## src/rtl/gray_counter_conv.sv

```systemverilog
// gray_counter_conv
//
// Parametrised binary/Gray counter with a programmable terminal count plus an
// independent, registered Gray-to-binary decode channel.
//
// The counter runs modulo MAX_COUNT+1. It supports up/down counting and a
// clamped synchronous load, and it flags each wrap with a one-cycle pulse.
// bin_out and gray_out come from the same edge, so they never disagree.
//
// Parameters:
//   WIDTH      counter / code width in bits (2..16)
//   MAX_COUNT  terminal binary count (1..2**WIDTH-1); 9 gives a BCD digit
//
// Ports:
//   clk            rising-edge clock
//   reset          asynchronous active-high reset
//   en             count enable
//   up             1 = count up, 0 = count down
//   load           synchronous load strobe (beats en)
//   load_bin       binary load value, clamped to MAX_COUNT
//   bin_out        registered binary count
//   gray_out       registered Gray code of bin_out
//   wrap           one-cycle pulse while the wrapped value is first shown
//   g2b_in         Gray value to decode
//   g2b_valid_in   qualifier for g2b_in
//   g2b_out        decoded binary, one cycle after g2b_in
//   g2b_valid_out  g2b_valid_in delayed one cycle
//   step_err       (only with GRAY_STEP_CHECK_EN) sticky flag, raised when a
//                  non-wrap count step changes gray_out in other than one bit
//
// Optional feature macro: GRAY_STEP_CHECK_EN
module gray_counter_conv #(
    parameter int WIDTH     = 4,
    parameter int MAX_COUNT = (2 ** WIDTH) - 1
) (
    input  logic             clk,
    input  logic             reset,
    input  logic             en,
    input  logic             up,
    input  logic             load,
    input  logic [WIDTH-1:0] load_bin,
    output logic [WIDTH-1:0] bin_out,
    output logic [WIDTH-1:0] gray_out,
    output logic             wrap,
    input  logic [WIDTH-1:0] g2b_in,
    input  logic             g2b_valid_in,
    output logic [WIDTH-1:0] g2b_out,
    output logic             g2b_valid_out
`ifdef GRAY_STEP_CHECK_EN
    ,
    output logic             step_err
`endif
);

    localparam logic [WIDTH-1:0] MAX_C = WIDTH'(MAX_COUNT);
    localparam logic [WIDTH-1:0] ONE_C = WIDTH'(1);

    logic [WIDTH-1:0] bin_q, bin_d;
    logic [WIDTH-1:0] gray_q, gray_d;
    logic             wrap_q, wrap_d;
    logic [WIDTH-1:0] g2b_q, g2b_d;
    logic             g2b_valid_q;

    // Next count: load beats enable, which beats hold. Both wrap points are
    // explicit, so a non-power-of-two terminal count never runs past MAX_C.
    always_comb begin
        bin_d  = bin_q;
        wrap_d = 1'b0;
        if (load) begin
            bin_d = (load_bin > MAX_C) ? MAX_C : load_bin;
        end else if (en) begin
            if (up) begin
                if (bin_q == MAX_C) begin
                    bin_d  = '0;
                    wrap_d = 1'b1;
                end else begin
                    bin_d = bin_q + ONE_C;
                end
            end else begin
                if (bin_q == '0) begin
                    bin_d  = MAX_C;
                    wrap_d = 1'b1;
                end else begin
                    bin_d = bin_q - ONE_C;
                end
            end
        end
        gray_d = bin_d ^ (bin_d >> 1);
    end

    // Gray-to-binary: each output bit is the XOR of all input bits at and
    // above its position. This uses the prefix-XOR from the MSB down.
    always_comb begin
        g2b_d = '0;
        for (int i = 0; i < WIDTH; i++) begin
            g2b_d[i] = ^(g2b_in >> i);
        end
    end

    // The counter and the decode channel are updated on the same edge. The
    // Gray code is registered from the next binary value, so the two
    // outputs never disagree.
    always_ff @(posedge clk or posedge reset) begin
        if (reset) begin
            bin_q       <= '0;
            gray_q      <= '0;
            wrap_q      <= 1'b0;
            g2b_q       <= '0;
            g2b_valid_q <= 1'b0;
        end else begin
            bin_q       <= bin_d;
            gray_q      <= gray_d;
            wrap_q      <= wrap_d;
            g2b_q       <= g2b_d;
            g2b_valid_q <= g2b_valid_in;
        end
    end

    assign bin_out       = bin_q;
    assign gray_out      = gray_q;
    assign wrap          = wrap_q;
    assign g2b_out       = g2b_q;
    assign g2b_valid_out = g2b_valid_q;

`ifdef GRAY_STEP_CHECK_EN
    logic             step_err_q;
    logic [WIDTH-1:0] step_diff;
    logic             step_bad;

    // Only plain count steps are judged. Loads and wraps may legally change
    // several bits, so they are excluded.
    assign step_diff = gray_q ^ gray_d;
    assign step_bad  = en && !load && !wrap_d && !$onehot(step_diff);

    // Sticky until reset so that a single bad step cannot be missed.
    always_ff @(posedge clk or posedge reset) begin
        if (reset) begin
            step_err_q <= 1'b0;
        end else if (step_bad) begin
            step_err_q <= 1'b1;
        end
    end

    assign step_err = step_err_q;
`endif

endmodule
```

## config.mk

```make
export PLATFORM = sky130hd
export DESIGN_NAME = gray_counter_conv
export DESIGN_NICKNAME = d
export VERILOG_FILES = /design/src/rtl/gray_counter_conv.sv
export SDC_FILE = /design/constraint.sdc
export NUM_CORES = 1
export LEC_CHECK = 0
export BUFFER_PORTS_ARGS = -buffer_cell sky130_fd_sc_hd__buf_2
export CAP_MARGIN = 20
export CORE_UTILIZATION = 40
export CTS_CLUSTER_DIAMETER = 50
export DETAILED_ROUTE_END_ITERATION = 10
export PLACE_DENSITY = 0.69
export SETUP_SLACK_MARGIN = 0.1
export SYNTH_ARGS = -nofsm -noshare
export SYNTH_HDL_FRONTEND = slang
export SYNTH_SLANG_ARGS = --single-unit
```

## constraint.sdc

```tcl
create_clock -name clk -period 3.8 [get_ports clk]
set_input_delay 0.57 -clock clk [delete_from_list [all_inputs] [get_ports clk]]
set_output_delay 0.57 -clock clk [all_outputs]
set_load 0.05 [all_outputs]
```

==> flow_metrics.tcl <==
set metrics [dict create \
    place_area_sq_um 796 \
    drtIter0Drc 9 \
    cts_tree "done" \
    period_minus_slack_ns 1.72 \
    crit_fanout 8 \
    worstPathArrival_ns 1.91 \
    cellLeakagePower_uw 0.000414 \
    relSlewSlack 0.682 \
    design_area_sq_um 822 \
    viasPerCell 4.74 \
    place.port_buffers 27 \
    cts_buffer_depth 2 \
    maxCapViolCount 0 \
    synth_cell_types 26 \
    wl_mm 1.15 \
    ir_drop_mv 0.228 \
    area_growth_pct 25.9 \
    clkSlewWorstSetupHoldPaths_ns 0.09 \
    clock_latency_ns 0.27 \
    post_route_cells_drive_above_1_share 0.382 \
    grt_pass1_wl_mm 2.01 \
    htreeDepth 1 \
    die_h_um 42.4 \
    hp-class "input pin to asynchronous set/reset pin" \
    yosysWarnings 0 \
    grt_overflow_total 0 \
    antenna_found_initial 0 \
    ys_ff_latch 13 \
    drtPass1Iterations 4 \
    die_w_um 42.4 \
    synth_seq_area_share 0.498 \
    crit_required_ns 3.99 \
    grt_start_max_net_pins 14 \
    layout.nets 106 \
    worstSetupEndpointType "flop" \
    antenna_left 0 \
    drv_slew 0 \
    netlist_area_sq_um 653 \
    cts_setup_buffers 0 \
    cts_resized 0 \
    antenna_cells 0 \
    via_count 498 \
    grt_pass1_vias 494 \
    avgRoutedWirePerCell_um 10.9 \
    utilization 0.539 \
    hold_buffers 0 \
    drc 0 \
    grtUsageTotal 0.148 \
    dp_hpwl_um 904 \
    fin_ws_ns 2.08 \
    numCtsBuffers 3 \
    pin_count 28 \
    min_period_over_period 0.453 \
    dpl_worst_slack_ns 2.06 \
    rsz0062_at_grt "no" \
    rows 14 \
    tns_ns 0 \
    fmax_mhz 581 \
    critPathKind "flop to flop" \
    status "completed" \
    syn_nets 76 \
    n_fill_cell 144 \
    synth_area_per_cell_sq_um 10.9 \
    setup_viol 0 \
    worstSetupStartpointType "flop" \
    cts_sinks 13 \
    syn_inst 60 \
    power_density_nw_per_um2 530 \
    core_sq_um 1520 \
    root_buffer "clkbuf_4" \
    tightest_slew_ns 0.477 \
    gp_congestion 0.826 \
    die-area_sq_um 1800 \
    initial_core_util 0.429 \
    fin_skew_ns 0.0128 \
    hold_viol 0 \
]
cells in the mapped netlist:
master,n,area share
xnor2_1,4,0.054
or3_2,1,0.011
and3_1,1,0.0096
a21bo_2,1,0.015
inv_2,1,0.0057
ha_1,2,0.038
o31ai_1,1,0.011
xor2_1,4,0.054
buf_4,1,0.011
a21bo_1,1,0.015
a21oi_1,3,0.023
a311o_1,1,0.015
nand2b_1,2,0.019
dfrtp_1,13,0.50
mux2i_1,2,0.031
o21bai_1,1,0.011
a31oi_4,1,0.033
o21ai_0,4,0.031
nor2_1,3,0.017
a31oi_1,1,0.0096
nand2_1,3,0.017
inv_1,5,0.029
or4_1,1,0.011
nor2b_1,1,0.0096
buf_2,1,0.0077
a21boi_0,1,0.011
flip-flops by register name, summed over array words and instances (netlist names):
register,cells
gray_out,3
wrap,1
g2b_out,4
g2b_valid_out,1
bin_out,4
worst paths after layout:
kind	cells after the start	slack [ns]	endpoint	start
max in group asynchronous	2	3.16	g2b_out[0]	reset
worst max-delay path	7	2.08	gray_out[2]	bin_out[0]
worst max register to register	7	2.08	gray_out[2]	bin_out[0]
min in group clk	1	0.42	g2b_valid_out	g2b_valid_in
worst min-delay path	2	0.30	bin_out[2]	reset
worst min register to register	2	0.64	wrap	bin_out[2]
routing by layer:
layer  vias to the layer above  share of wire  global-route usage
li1                        258              -                   -
met1                       226           0.46               0.176
met2                        12           0.49               0.249
met3                         2          0.038              0.0302
met4                         0          0.012              0.0750
met5                         -              0                   0
stage by stage:
step | total power (uW) | std cells | hold slack, ns
after floorplan | 317 | 60 | 0.447
after global placement | 355 | 101 | 0.603
after detailed placement | 357 | 101 | 0.613
after CTS | 440 | 105 | 0.317
after global routing | 463 | 105 | 0.344
final | 436 | 105 | 0.297
logic make-up (layout without fill, tap and decap cells):
| kind of cell | count (synthesis) | after routing | share of synthesized area |
|---|---|---|---|
| compound gates | 15 | 15 | 0.176 |
| flops | 13 | 13 | 0.498 |
| simple gates | 12 | 12 | 0.0958 |
| xor+xnor | 8 | 8 | 0.107 |
| buf+inv | 8 | 37 | 0.0536 |
| fa+ha+maj | 2 | 2 | 0.0383 |
| mux | 2 | 2 | 0.0307 |
power by group:
part           internal (uW)  total [uW]  switching (uW)  leakage [uW]
sequential               160         174            14.8      0.000154
clock                   40.5        83.1            42.6     0.0000150
combinational           49.8         178             129      0.000245
total                    250         436             186      0.000414
placed cells by master (no fill, tap or decap):
cell type	netlist	final
nand2_1	3	3
a21bo_1	1	1
clkbuf_1	0	1
or4_1	1	1
a31oi_1	1	1
or3_2	1	1
clkbuf_4	0	3
a21oi_1	3	3
a21bo_2	1	1
o31ai_1	1	1
o21ai_0	4	4
inv_2	1	1
nor2b_1	1	1
a311o_1	1	1
ha_1	2	2
a21boi_0	1	1
and3_1	1	1
inv_1	5	5
nor2_1	3	3
o21bai_1	1	1
buf_2	1	27
a31oi_4	1	1
mux2i_1	2	2
dfrtp_1	13	13
nand2b_1	2	2
xor2_1	4	4
xnor2_1	4	4
layout make-up:
class	count	area (sq um)	share of cell area
Inverter	6	22.5	0.0274
Timing Repair Buffer	27	135	0.164
Tap cell	16	20.0	0.0244
Sequential cell	13	325	0.396
Multi-Input combinational cell	39	293	0.356
Clock buffer	4	26.3	0.0320
critical path, cell delays in order, from the launching register on:
cell      delay, ns
dfrtp_1        0.46
inv_1          0.12
ha_1           0.18
o21bai_1       0.12
a21oi_1        0.09
a311o_1        0.36
a31oi_4        0.18
xnor2_1        0.13
(Power assumes the default switching activity.)
